### src/rtl/mem_port_arbiter.sv
// rtl/mem_port_arbiter.sv - two-requester round-robin arbiter for a shared AR/R + AW/W/B memory port
// Read and write paths arbitrate independently; a grant holds until R beat / B response.
module mem_port_arbiter #(
  parameter int ADDR_WDTH = 4,
  parameter int DATA_WDTH = 32,
  parameter int RESP_WDTH = 1
) (
  input  logic                   clk,
  input  logic                   rst_n,
  input  logic [1:0]             m_ar_valid,
  output logic [1:0]             m_ar_ready,
  input  logic [2*ADDR_WDTH-1:0] m_ar_address,
  output logic [1:0]             m_r_valid,
  input  logic [1:0]             m_r_ready,
  output logic [DATA_WDTH-1:0]   m_r_data,
  output logic [RESP_WDTH-1:0]   m_r_resp,
  input  logic [1:0]             m_aw_valid,
  output logic [1:0]             m_aw_ready,
  input  logic [2*ADDR_WDTH-1:0] m_aw_address,
  input  logic [1:0]             m_w_valid,
  output logic [1:0]             m_w_ready,
  input  logic [2*DATA_WDTH-1:0] m_w_data,
  output logic [1:0]             m_b_valid,
  input  logic [1:0]             m_b_ready,
  output logic [RESP_WDTH-1:0]   m_b_resp,
  output logic                   ar_valid,
  output logic [ADDR_WDTH-1:0]   ar_address,
  input  logic                   ar_ready,
  input  logic                   r_valid,
  input  logic [DATA_WDTH-1:0]   r_data,
  input  logic [RESP_WDTH-1:0]   r_resp,
  output logic                   r_ready,
  output logic                   aw_valid,
  output logic [ADDR_WDTH-1:0]   aw_address,
  input  logic                   aw_ready,
  output logic                   w_valid,
  output logic [DATA_WDTH-1:0]   w_data,
  input  logic                   w_ready,
  input  logic                   b_valid,
  input  logic [RESP_WDTH-1:0]   b_resp,
  output logic                   b_ready,
  output logic [1:0]             rd_grant,
  output logic [1:0]             wr_grant
);

  typedef enum logic [1:0] {RD_IDLE, RD_ADDR, RD_DATA} rd_state_t;
  typedef enum logic [1:0] {WR_IDLE, WR_XFER, WR_RESP} wr_state_t;

  rd_state_t  r_rd_state, w_rd_state_nxt;
  wr_state_t  r_wr_state, w_wr_state_nxt;
  logic [1:0] r_rd_grant, w_rd_grant_nxt;
  logic [1:0] r_wr_grant, w_wr_grant_nxt;
  logic       r_rd_last, w_rd_last_nxt;
  logic       r_wr_last, w_wr_last_nxt;
  logic       r_aw_done, w_aw_done_nxt;
  logic       r_w_done, w_w_done_nxt;
  logic       w_rd_g, w_wr_g;
  logic       w_aw_hs, w_w_hs;

  // Returns the winning requester index; on a tie the one not served last wins.
  function automatic logic rr_pick(input logic [1:0] req, input logic last);
    return (req == 2'b11) ? ~last : req[1];
  endfunction

  assign w_rd_g     = r_rd_grant[1];
  assign w_wr_g     = r_wr_grant[1];
  assign rd_grant   = r_rd_grant;
  assign wr_grant   = r_wr_grant;
  assign m_r_data   = r_data;
  assign m_r_resp   = r_resp;
  assign m_b_resp   = b_resp;
  assign ar_address = w_rd_g ? m_ar_address[2*ADDR_WDTH-1:ADDR_WDTH] : m_ar_address[ADDR_WDTH-1:0];
  assign aw_address = w_wr_g ? m_aw_address[2*ADDR_WDTH-1:ADDR_WDTH] : m_aw_address[ADDR_WDTH-1:0];
  assign w_data     = w_wr_g ? m_w_data[2*DATA_WDTH-1:DATA_WDTH] : m_w_data[DATA_WDTH-1:0];

  always_ff @(posedge clk or negedge rst_n) begin
    if (!rst_n) begin
      r_rd_state <= RD_IDLE;
      r_rd_grant <= 2'b00;
      r_rd_last  <= 1'b1;
      r_wr_state <= WR_IDLE;
      r_wr_grant <= 2'b00;
      r_wr_last  <= 1'b1;
      r_aw_done  <= 1'b0;
      r_w_done   <= 1'b0;
    end else begin
      r_rd_state <= w_rd_state_nxt;
      r_rd_grant <= w_rd_grant_nxt;
      r_rd_last  <= w_rd_last_nxt;
      r_wr_state <= w_wr_state_nxt;
      r_wr_grant <= w_wr_grant_nxt;
      r_wr_last  <= w_wr_last_nxt;
      r_aw_done  <= w_aw_done_nxt;
      r_w_done   <= w_w_done_nxt;
    end
  end

  always_comb begin
    w_rd_state_nxt = r_rd_state;
    w_rd_grant_nxt = r_rd_grant;
    w_rd_last_nxt  = r_rd_last;
    ar_valid       = 1'b0;
    m_ar_ready     = 2'b00;
    m_r_valid      = 2'b00;
    r_ready        = 1'b0;
    case (r_rd_state)
      RD_IDLE: begin
        if (|m_ar_valid) begin
          w_rd_grant_nxt = rr_pick(m_ar_valid, r_rd_last) ? 2'b10 : 2'b01;
          w_rd_state_nxt = RD_ADDR;
        end
      end
      RD_ADDR: begin
        ar_valid           = m_ar_valid[w_rd_g];
        m_ar_ready[w_rd_g] = ar_ready;
        if (m_ar_valid[w_rd_g] && ar_ready) w_rd_state_nxt = RD_DATA;
      end
      RD_DATA: begin
        m_r_valid[w_rd_g] = r_valid;
        r_ready           = m_r_ready[w_rd_g];
        if (r_valid && m_r_ready[w_rd_g]) begin
          w_rd_last_nxt  = w_rd_g;
          w_rd_grant_nxt = 2'b00;
          w_rd_state_nxt = RD_IDLE;
        end
      end
      default: w_rd_state_nxt = RD_IDLE;
    endcase
  end

  // AW and W complete independently; a finished channel is masked so it never handshakes twice.
  always_comb begin
    w_wr_state_nxt = r_wr_state;
    w_wr_grant_nxt = r_wr_grant;
    w_wr_last_nxt  = r_wr_last;
    w_aw_done_nxt  = r_aw_done;
    w_w_done_nxt   = r_w_done;
    w_aw_hs        = 1'b0;
    w_w_hs         = 1'b0;
    aw_valid       = 1'b0;
    w_valid        = 1'b0;
    m_aw_ready     = 2'b00;
    m_w_ready      = 2'b00;
    m_b_valid      = 2'b00;
    b_ready        = 1'b0;
    case (r_wr_state)
      WR_IDLE: begin
        if (|(m_aw_valid | m_w_valid)) begin
          w_wr_grant_nxt = rr_pick(m_aw_valid | m_w_valid, r_wr_last) ? 2'b10 : 2'b01;
          w_wr_state_nxt = WR_XFER;
        end
      end
      WR_XFER: begin
        aw_valid           = m_aw_valid[w_wr_g] & ~r_aw_done;
        w_valid            = m_w_valid[w_wr_g] & ~r_w_done;
        m_aw_ready[w_wr_g] = aw_ready & ~r_aw_done;
        m_w_ready[w_wr_g]  = w_ready & ~r_w_done;
        w_aw_hs            = m_aw_valid[w_wr_g] & aw_ready & ~r_aw_done;
        w_w_hs             = m_w_valid[w_wr_g] & w_ready & ~r_w_done;
        w_aw_done_nxt      = r_aw_done | w_aw_hs;
        w_w_done_nxt       = r_w_done | w_w_hs;
        if (w_aw_done_nxt && w_w_done_nxt) w_wr_state_nxt = WR_RESP;
      end
      WR_RESP: begin
        m_b_valid[w_wr_g] = b_valid;
        b_ready           = m_b_ready[w_wr_g];
        if (b_valid && m_b_ready[w_wr_g]) begin
          w_aw_done_nxt  = 1'b0;
          w_w_done_nxt   = 1'b0;
          w_wr_last_nxt  = w_wr_g;
          w_wr_grant_nxt = 2'b00;
          w_wr_state_nxt = WR_IDLE;
        end
      end
      default: w_wr_state_nxt = WR_IDLE;
    endcase
  end

endmodule

### config.mk
export PLATFORM = sky130hd
export DESIGN_NAME = mem_port_arbiter
export DESIGN_NICKNAME = d
export VERILOG_FILES = /design/src/rtl/mem_port_arbiter.sv
export SDC_FILE = /design/constraint.sdc
export NUM_CORES = 1
export LEC_CHECK = 0
export CAP_MARGIN = 20
export CORE_ASPECT_RATIO = 0.7
export CORE_MARGIN = 8
export CORE_UTILIZATION = 24
export CTS_BUF_LIST = sky130_fd_sc_hd__clkbuf_4 sky130_fd_sc_hd__clkbuf_8
export DETAILED_ROUTE_END_ITERATION = 12
export PLACE_DENSITY = 0.84
export REMOVE_ABC_BUFFERS = 1
export SLEW_MARGIN = 20
export SYNTH_ARGS = -nofsm -noshare
export SYNTH_HDL_FRONTEND = slang
export SYNTH_SLANG_ARGS = --single-unit
### constraint.sdc
create_clock -name clk -period 1.45 [get_ports clk]
set_input_delay 0.145 -clock clk [delete_from_list [all_inputs] [get_ports clk]]
set_output_delay 0.145 -clock clk [all_outputs]
set_load 0.01 [all_outputs]
### Yosys cells after proc, flatten, opt, wreduce, memory -nomap -nowiden

Cells that the tools add are included.
Widths: inputs -> output; s select.

| word-level totals | value |
|---|---|
| register bits | 12 |
| input bits | 131 |
| output and inout bits | 93 |
| logic and storage cells | 110 |

| cells by class | value |
|---|---|
| $lt $le $gt $ge | 4 |
| equal/unequal tests | 12 |
| multiplexer cells | 46 |
| bitwise logic cells | 20 |
| reductions and logical operators | 20 |

Operators with widths:

| operator | number |
|---|---|
| $mux 32 | 1 |
| $mux 2 | 15 |
| $mux 1 | 20 |
| $ne 2x2->1 const B | 6 |
| $pmux 2 s3 | 2 |
| $reduce_and 3->1 | 4 |
| $and 2x2->2 | 5 |
| $and 1x1->1 | 8 |
| $eq 2x2->1 const B | 4 |
| $mux 4 | 2 |
| $pmux 2 s2 | 2 |
| $logic_and 1x1->1 | 6 |
| $reduce_and 2->1 | 3 |
| $reduce_bool 2->1 | 3 |
| $eq 2x1->1 const B | 2 |
| $logic_not 2->1 | 2 |
| $lt 1x2->1 const B | 2 |
| $not 1->1 | 4 |
| $pmux 1 s2 | 2 |
| $reduce_or 2->1 | 2 |
| $demux 1 s1 | 2 |
| $ge 1x1->1 const B | 2 |
| $or 1x1->1 | 2 |
| $or 2x2->2 | 1 |

### Depth between registers and ports, before layout

Gate-level depths: netlist of the first run.

| logic depth | value |
|---|---|
| depth after elaboration | 8 |
| gate-level depth with buffers | 5 |
| depth with buffers taken out | 4 |

### Least setup slack after synthesis of the first run

No wires, ideal clock.

| timing path | value |
|---|---|
| kind | register to output |
| start point | register r_wr_grant[1] (netlist: wr_grant[1]) |
| end point | output port m_aw_ready[0] |
| arrival time | 1195 ps |
| data required time | 1305 ps |
| slack | 110 ps |
| cell stages (with the launch flop) | 4 |
| cell sequence | dfrtp_1 > buf_6 > buf_2 > nor4_1 |

| on the way | value |
|---|---|
| cells in the longest elaborated chain, start to end | 6 |

RTL lines:

| element | line | source |
|---|---|---|
| start: declaration | 52 | `logic [1:0] r_wr_grant, w_wr_grant_nxt;` |
| start signal: assignment | 91 | `r_wr_grant <= w_wr_grant_nxt;` |
| $lt 1x2->1 (implied by the code) or $ge 1x1->1 (tied branches) | 156 | `m_aw_ready[w_wr_g] = aw_ready & ~r_aw_done;` |
| $logic_and 1x1->1 (implied by the code) | 156 |  |
| $mux 1 (implied by the code) | 156 |  |
| $demux 1 s1 (*) | 156 |  |
| $and 2x2->2 (no line) (*) | - |  |
| $mux 2 (*) | 146 | `case (r_wr_state)` |
| end: declaration | 18 | `output logic [1:0] m_aw_ready,` |

Every way passes the cells marked *; elsewhere a longest branch is shown, timed or not.

### Worst setup path in the final report of the first run

| timing path | value |
|---|---|
| start point | register r_wr_grant[1] (netlist: wr_grant[1]) |
| end point | output port w_data[4] |

| on the way | value |
|---|---|
| cells in the longest elaborated chain, start to end | 1 |

RTL lines:

| element | line | source |
|---|---|---|
| $mux 32 | 74 | `assign w_data = w_wr_g ? m_w_data[2*DATA_WDTH-1:DATA_WDTH] : m_w_data[DATA_WDTH-1:0];` |
| end: declaration | 37 | `output logic [DATA_WDTH-1:0] w_data,` |

No other way between the ends.

==> results.toml, run 1 <==
[status]
outcome = "complete, but fails checks"
violations = "negative setup slack"

[sta]
grt_setup_unrepaired = "yes"
finClkSkew_ns = 0.00105
fin_ws_ns = -0.197
finalHoldViolCount = 0
slew_headroom_pct = 68.0
fin_crit_ns = 1.65
tightest_slew_ns = 0.476
final-setup-viol-count = 43
fmax_ghz = 0.607
finalSetupTns_ns = -4.85
fin_crit_sh_pct = 114
report.final.slew_viol_count = 0

[route]
drc = 0
viasPerCell = 4.74
vias = 1906
drt_first_pass_iters = 4
antenna_left = 0
wire_per_inst_um = 25.5
drt_iter0_markers = 68
totalWireLength_um = 10200

[floorplanning]
die_area_um2 = 9050
die_x_um = 110
row_count = 24
io_pins = 224
start_util_pct = 24.4
coreArea_um2 = 6130
die_h_um = 82.0

[synth]
syn_area_um2 = 1500
ys_ff_latch = 12
synth-simple-area-share_pct = 16.0
synth_fa_ha_area_share_pct = 0
seq_area_frac_synth_pct = 20.3
synth-xor-area-share_pct = 0
synth_top_family_by_area = "multiplexers"
postSynthAreaPerCell_um2 = 8.95
ys_warn_count = 0
syn_inst = 167
muxShareOfSynthArea_pct = 34.2
ys_types = 31
synth_compound_area_share_pct = 9.29

[placed_design]
port_buffers = 155
dpl.cell_count = 385
routabilityCongestion = 0.861
hpwl_um = 8610

[grt]
overflow = 0
grt_max_degree = 16
grt_use_total_pct = 20.6
grt_pass1_vias = 2000
grt_antenna_before_repair = 0
grt_pass1_wl_um = 13000

[cells_and_area]
final_util_pct = 54.1
fin_cells = 402
drive_above_1_share_pct = 48.8
nets = 456
area_delta_synth_final_pct = 122
antennaDiodeCount = 0

[clock_network]
cts_max_level = 1
cts.sinks = 12
clock_path_buffers = 2
cts_tree = "done"
cts_hold_buffers = 0
cts.clk_slew.worst_paths_ns = 0.06
clkLatencyLatePin_ns = 0.24
cts_buffers = 3
cts_root_buffer = "clkbuf_8"

[flow_run]
max_cap_viol_count = 0

[worst_setup_path]
crit_arrival_ns = 1.50
r2r_end = "r_wr_state[0]"
endpoint = "w_data[4]"
reg2reg_from = "wr_grant[1]"
slowest_stage = "dfrtp_2"
regToRegSetupSlack_ns = -0.10
max_stage_delay_ns = 0.44
crit_chain = "buf_12 -> buf_12 -> buf_8 -> mux2_4 -> buf_6"
crit_type = "flip-flop to output port"
critPathMostFrequentCell = "buf_12"
endpoint_kind = "output port"
critPathRequiredTime_ns = 1.31
start_kind = "flip-flop"
crit_fanout = 6
reg2reg_depth = 6
startpoint = "wr_grant[1]"

[pwr]
leakage_nw = 1.48
ir_drop_v = 0.000780
powerDensity_nw_per_um2 = 1500

[hold_path]
min_path_type = "input port to asynchronous set/reset pin"
-- kinds of logic after synthesis --
kind of cell    after synthesis
compound gates               20
buf+inv                      43
flops                        12
mux                          46
simple gates                 46
-- worst min path at each step --
| stage | startpoint | to | slack, ns | cells after the start |
|---|---|---|---|---|
| 6_report | rst_n | r_rd_state[0] | 0.20 | 2 |
| 5_1_grt | rst_n | r_rd_state[1] | 0.22 | 2 |
| 4_1_cts | rst_n | r_rd_state[1] | 0.21 | 2 |
| 3_5_place_dp | r_data[22] | m_r_data[22] | 0.29 | 0 |
| 3_3_place_gp | r_data[22] | m_r_data[22] | 0.29 | 0 |
| 2_1_floorplan | rst_n | r_aw_done | -0.15 | 0 |
-- cells in the final DEF (no fill, tap or decap), types with 4 or more instances in the layout --
cell type,n
a21oi_1,6
buf_2,14
buf_4,31
buf_6,32
clkbuf_2,8
clkbuf_8,4
clkdlybuf4s50_1,98
dfrtp_1,5
dfrtp_2,5
dlygate4sd2_1,4
mux2_2,33
mux2_4,8
nand2_1,7
nor2_1,10
nor2b_1,4
nor3_1,4
o21ai_0,6
-- Yosys cell counts --
| cell | instances | area share (%) |
|---|---|---|
| mux2_2 | 41 | 31 |
| clkbuf_1 | 1 | 0.25 |
| nor2b_1 | 5 | 2.1 |
| and3_1 | 2 | 0.84 |
| nand3b_1 | 2 | 1.0 |
| o21ai_0 | 6 | 2.0 |
| a21oi_1 | 6 | 2.0 |
| nand3_1 | 1 | 0.33 |
| o21bai_1 | 1 | 0.50 |
| o21ba_4 | 1 | 1.1 |
| and3b_1 | 2 | 1.2 |
| a21o_1 | 1 | 0.50 |
| o22ai_1 | 1 | 0.42 |
| nor2_1 | 14 | 3.5 |
| buf_4 | 34 | 17 |
| o21a_1 | 1 | 0.50 |
| nand2_1 | 7 | 1.8 |
| nor4_1 | 2 | 0.84 |
| inv_1 | 2 | 0.50 |
| buf_2 | 5 | 1.7 |
| o21ba_1 | 1 | 0.67 |
| nand2b_1 | 4 | 1.7 |
| dfrtp_1 | 10 | 17 |
| o2bb2ai_2 | 1 | 1.0 |
| buf_6 | 1 | 0.75 |
| a22o_1 | 1 | 0.59 |
| dfstp_2 | 2 | 3.5 |
| and2_1 | 2 | 0.84 |
| mux2i_1 | 5 | 3.3 |
| nor4b_1 | 1 | 0.59 |
| nor3_1 | 4 | 1.3 |
-- registers in the layout, indices dropped and copies added (netlist names) --
name,count
r_rd_state,2
r_wr_state,2
rd_grant,2
wr_grant,2
r_aw_done,1
r_rd_last,1
r_w_done,1
r_wr_last,1
-- area by class of cell --
cell class	instances	area (µm²)
multi-input cells	112	1010
well taps	78	97.6
fillers	576	2810
flip-flops and latches	12	309
repair buffers	194	1840
inverters	2	7.51
clock buffers	4	55.1
-- worst max-delay path, delay by kind of cell, from the launching register on --
kind     cells  cell delay (ns)
buf+inv      4             0.52
flops        1             0.44
mux          1             0.30
-- power breakdown --
group	switching, W	total, W	internal (W)	leakage (nW)
clock	0.000138	0.000378	0.000240	0.0288
sequential	0.000167	0.000659	0.000492	0.136
combinational	0.00155	0.00394	0.00239	1.31
total	0.00185	0.00498	0.00313	1.48
-- timing repair --
item                       in CTS  in global routing
gates cloned                    2                  0
pin swaps                       3                  2
gates resized for setup       244                 35
setup endpoints to repair      63                 62
setup buffers                   9                  5
-- stage by stage --
step,hold WS [ns],setup WS (ns),cell area [µm²],total power (W)
floorplan,-0.151,-0.652,1200,0.00209
global placement,0.290,-0.218,3060,0.00389
detailed placement,0.290,-0.285,3060,0.00395
CTS,0.207,-0.245,3310,0.00490
global route,0.224,-0.227,3320,0.00525
finish,0.205,-0.197,3320,0.00498
-- routing by layer --
metal	vias up	global-route usage (%)	wire (µm)
li1	865	-	-
met4	2	1.59	106
met2	131	37.1	5000
met1	898	20.9	3690
met3	10	11.4	1370
met5	-	6.59	77
Note: power is estimated with default switching activity, not from simulation.
==> run 2: changes to the inputs <==
--- a/config.mk
+++ b/config.mk
@@ -11,9 +11,10 @@
 export CORE_UTILIZATION = 24
 export CTS_BUF_LIST = sky130_fd_sc_hd__clkbuf_4 sky130_fd_sc_hd__clkbuf_8
 export DETAILED_ROUTE_END_ITERATION = 12
-export PLACE_DENSITY = 0.84
+export PLACE_DENSITY = 0.83
 export REMOVE_ABC_BUFFERS = 1
 export SLEW_MARGIN = 20
 export SYNTH_ARGS = -nofsm -noshare
 export SYNTH_HDL_FRONTEND = slang
 export SYNTH_SLANG_ARGS = --single-unit
+export TNS_END_PERCENT = 5
==> results.toml, run 2 (synthesis gave the netlist of run 1 again) <==
[status]
outcome = "complete, but fails checks"
violations = "negative setup slack"

[route]
totalWireLength_um = 9960
drt_iter0_markers = 52
vias = 1895
wire_per_inst_um = 25.0
antenna_left = 0
drc = 0
viasPerCell = 4.76
drt_first_pass_iters = 4

[placed_design]
port_buffers = 155
dpl.cell_count = 386
hpwl_um = 8340
routabilityCongestion = 0.810

[clock_network]
cts.clk_slew.worst_paths_ns = 0.05
cts_root_buffer = "clkbuf_8"
cts_tree = "done"
cts_buffers = 3
cts_max_level = 1
clkLatencyLatePin_ns = 0.24
clock_path_buffers = 2
cts.sinks = 12

[sta]
fmax_ghz = 0.639
fin_ws_ns = -0.115
report.final.slew_viol_count = 0
finalHoldViolCount = 0
finClkSkew_ns = 0.00248
grt_setup_unrepaired = "yes"
worst_hold_slack_ns = 0.263
fin_crit_ns = 1.56
fin_crit_sh_pct = 108
tightest_slew_ns = 0.547
final-setup-viol-count = 43
slew_headroom_pct = 63.4

[cells_and_area]
fillCellCount = 553
final_util_pct = 54.1
fin_cells = 398
nets = 452
seq_area_um2 = 307
area_delta_synth_final_pct = 122
antennaDiodeCount = 0
drive_above_1_share_pct = 48.1
final_common_cell = "clkdlybuf4s50_1"
layout_common_cells = "clkdlybuf4s50_1 (98), buf_6 (32), mux2_4 (26)"
multi_input_area_um2 = 1080

[grt]
overflow = 0
grt_max_degree = 14
grt.busiest_layer = "met2"
grt_pass1_wl_um = 12900
grt_antenna_before_repair = 0
grt_util_met1_pct = 18.6
grt_use_total_pct = 20.1
grt_util_met3_pct = 13.5
grt_pass1_vias = 1981
use_met2_pct = 35.6

[pwr]
p_sw_share_pct = 37.8
ir_drop_v = 0.000583
leakage_nw = 1.50
power.switching_w = 0.00186
combinationalPowerShare_pct = 79.0
p_seq_share_pct = 13.7
p_int_w = 0.00306
p_total_w = 0.00492
clkPwrFrac_pct = 7.3
powerDensity_nw_per_um2 = 1490

[flow_run]
max_cap_viol_count = 0

[floorplanning]
start_util_pct = 24.4
io_pins = 224
die_h_um = 82.0
die_x_um = 110
die_area_um2 = 9050
row_count = 24
coreArea_um2 = 6130

[worst_setup_path]
endpoint_kind = "flip-flop"
crit_fanout = 8
critPathRequiredTime_ns = 1.57
reg2reg_depth = 6
regToRegSetupSlack_ns = -0.11
slowest_stage = "dfrtp_2"
start_kind = "flip-flop"
r2r_end = "r_wr_state[0]"
crit_chain = "buf_6 -> mux2i_4 -> buf_6 -> o21ba_4 -> o21ba_4 -> o21bai_1"
crit_arrival_ns = 1.69
max_stage_delay_ns = 0.49
crit_type = "flip-flop to flip-flop"
reg2reg_from = "wr_grant[1]"

[hold_path]
min_path_type = "input port to asynchronous set/reset pin"
## run 2: cell type report
type | count | share of cell area, %
clock buffers | 4 | 1.66
multi-input cells | 112 | 32.7
flip-flops and latches | 12 | 9.26
inverters | 2 | 0.227
repair buffers | 190 | 53.2
well taps | 78 | 2.95
## run 2: critical path: cells and delay by family, from the launching register on
kind | cells | cell delay [ns]
buf+inv | 2 | 0.30
flops | 1 | 0.49
compound gates | 3 | 0.47
mux | 1 | 0.19
## run 2: repair_timing
item	CTS	global route
setup buffers	10	1
pin swaps	0	3
endpoints found under the hold margin	0	0
hold buffers	0	0
cloned	2	0
endpoints found under the setup margin	62	55
gates resized for setup	210	98
## run 2: worst max path at each step
stage / from / endpoint / slack (ns) / cells after the start
final: wr_grant[1] / r_wr_state[0] / -0.11 / 6
after global routing: wr_grant[1] / aw_valid / -0.17 / 4
after CTS: wr_grant[1] / w_data[27] / -0.27 / 4
after detailed placement: b_valid / m_b_valid[1] / -0.28 / 4
after global placement: b_valid / m_b_valid[1] / -0.27 / 4
after floorplan: wr_grant[1] / r_wr_state[1] / -0.65 / 4
## run 2: through the flow
step	cell area, µm²	TNS (ns)	setup WS (ns)
global placement	3070	-7.85	-0.265
floorplan	1200	-21.28	-0.652
CTS	3210	-6.91	-0.268
global route	3310	-6.09	-0.174
detailed placement	3070	-8.77	-0.276
finish	3310	-3.22	-0.115
## run 2: metal layers
metal | part of all wire, % | vias up | wire (µm)
met4 | 1.2 | 2 | 115
li1 | - | 854 | -
met2 | 50 | 130 | 5000
met3 | 15 | 6 | 1500
met1 | 33 | 903 | 3290
met5 | 0.54 | - | 54
## run 2: power by group through the flow
stage | Combinational, W | Sequential, W | Clock [W]
after floorplan | 0.00128 | 0.000806 | 0
after global placement | 0.00329 | 0.000652 | 0
after detailed placement | 0.00332 | 0.000665 | 0
after CTS | 0.00370 | 0.000641 | 0.000377
after global routing | 0.00414 | 0.000705 | 0.000397
final | 0.00388 | 0.000676 | 0.000358
==> run 3: changes to the inputs <==
--- a/config.mk
+++ b/config.mk
@@ -6,7 +6,6 @@
 export NUM_CORES = 1
 export LEC_CHECK = 0
 export CAP_MARGIN = 20
-export CORE_ASPECT_RATIO = 0.7
 export CORE_MARGIN = 8
 export CORE_UTILIZATION = 24
 export CTS_BUF_LIST = sky130_fd_sc_hd__clkbuf_4 sky130_fd_sc_hd__clkbuf_8
==> results.toml, run 3 (synthesis gave the netlist of run 1 again) <==
[placed_design]
port_buffers = 155
routabilityCongestion = 0.913
hpwl_um = 9730

[grt]
grt_use_total_pct = 23.8
grt_pass1_vias = 2082
grt_max_degree = 13
grt_pass1_wl_um = 14900
grt_antenna_before_repair = 0
overflow = 0

[worst_setup_path]
crit_type = "flip-flop to flip-flop"
endpoint = "r_wr_state[0]"
critPathRequiredTime_ns = 1.57
start_kind = "flip-flop"
regToRegSetupSlack_ns = -0.22
crit_fanout = 5
endpoint_kind = "flip-flop"
r2r_end = "r_wr_state[0]"
crit_arrival_ns = 1.79
reg2reg_depth = 8
reg2reg_from = "wr_grant[1]"
startpoint = "wr_grant[1]"

[route]
vias = 1887
drt_first_pass_iters = 4
totalWireLength_um = 11300
drc = 0
wire_per_inst_um = 27.7
drt_iter0_markers = 35
viasPerCell = 4.63
antenna_left = 0

[pwr]
p_int_w = 0.00338
p_sw_share_pct = 36.5
powerDensity_nw_per_um2 = 1560
clkPwrFrac_pct = 6.8
p_seq_share_pct = 12.2
combinationalPowerShare_pct = 81.0
ir_drop_v = 0.000777
p_total_w = 0.00532
power.switching_w = 0.00194
leakage_nw = 1.49

[sta]
final-setup-viol-count = 52
fin_crit_sh_pct = 115
finClkSkew_ns = 0.000385
grt_setup_unrepaired = "yes"
finalHoldViolCount = 0
report.final.slew_viol_count = 0
slew_headroom_pct = 62.0
fmax_ghz = 0.597
worst_hold_slack_ns = 0.277
fin_crit_ns = 1.67
tightest_slew_ns = 0.568
fin_ws_ns = -0.224

[clock_network]
cts_tree = "done"
clock_path_buffers = 2
cts_root_buffer = "clkbuf_8"
cts.sinks = 12
cts_max_level = 1
clkLatencyLatePin_ns = 0.23
cts_hold_buffers = 0
cts.clk_slew.worst_paths_ns = 0.06
cts_buffers = 3

[floorplanning]
start_util_pct = 25.1
die_x_um = 94.9
row_count = 28
coreArea_um2 = 5960
io_pins = 224
die_area_um2 = 9010
die_h_um = 94.9

[hold_path]
min_path_type = "input port to asynchronous set/reset pin"

[cells_and_area]
area_delta_synth_final_pct = 128
layout_common_cells = "clkdlybuf4s50_1 (98), mux2_2 (38), buf_6 (37)"
multi_input_area_um2 = 981
drive_above_1_share_pct = 50.2
fillCellCount = 512
antennaDiodeCount = 0
final_common_cell = "clkdlybuf4s50_1"
nets = 465
seq_area_um2 = 305

[flow_run]
max_cap_viol_count = 0

[status]
violations = "negative setup slack"
outcome = "complete, but fails checks"
run 3: layer usage:
metal  part of all wire (%)  global-route usage, %
met2                     54                   45.7
met1                     28                   18.7
met5                   0.78                   6.67
met3                     16                   17.6
met4                    1.1                   3.38
run 3: power groups by stage:
stage	clock network, W	logic (W)	registers (W)
CTS	0.000368	0.00433	0.000639
finish	0.000360	0.00431	0.000651
global route	0.000391	0.00457	0.000673
global placement	0	0.00326	0.000652
floorplan	0	0.00128	0.000806
detailed placement	0	0.00328	0.000661
run 3: cell type report:
cell class                 count  share of cell area [%]
clock buffer                   4                    1.62
inverter                       2                   0.221
multi-input combinational    112                    28.8
sequential                    12                    8.97
tap                           75                    2.76
timing repair buffer         203                    57.6
run 3: critical path: stages, from the launching register on:
cell      delay, ns
dfrtp_2        0.41
buf_12         0.15
buf_6          0.11
buf_8          0.12
mux2i_4        0.18
buf_6          0.12
o21ba_4        0.18
o21ba_4        0.22
o21bai_1       0.06
run 3: worst min path at each step:
stage | start | to | slack (ns) | depth (start not counted)
2_1_floorplan | rst_n | r_aw_done | -0.15 | 0
3_3_place_gp | r_data[0] | m_r_data[0] | 0.29 | 0
6_report | rst_n | r_wr_state[1] | 0.28 | 1
4_1_cts | rst_n | r_rd_state[1] | 0.29 | 1
3_5_place_dp | r_data[0] | m_r_data[0] | 0.29 | 0
5_1_grt | r_data[29] | m_r_data[29] | 0.29 | 0
run 3: per-stage QoR:
stage / cell area, µm² / setup TNS [ns] / std cells / setup WS [ns] / util, %
2_1_floorplan: 1200 / -21.28 / 126 / -0.652 / -
3_3_place_gp: 3030 / -8.78 / 379 / -0.236 / 50.9
3_5_place_dp: 3030 / -9.12 / 379 / -0.253 / 50.9
4_1_cts: 3400 / -7.10 / 408 / -0.271 / 57.1
5_1_grt: 3400 / -8.96 / 408 / -0.277 / 57.2
6_report: 3400 / -6.62 / 408 / -0.224 / 57.2
run 3: timing repair:
item | in CTS | in global routing
endpoints found under the hold margin | 0 | 0
gates resized for setup | 267 | 20
pin swaps | 4 | 3
cloned | 3 | 0
setup buffers | 22 | 2
endpoints found under the setup margin | 59 | 60
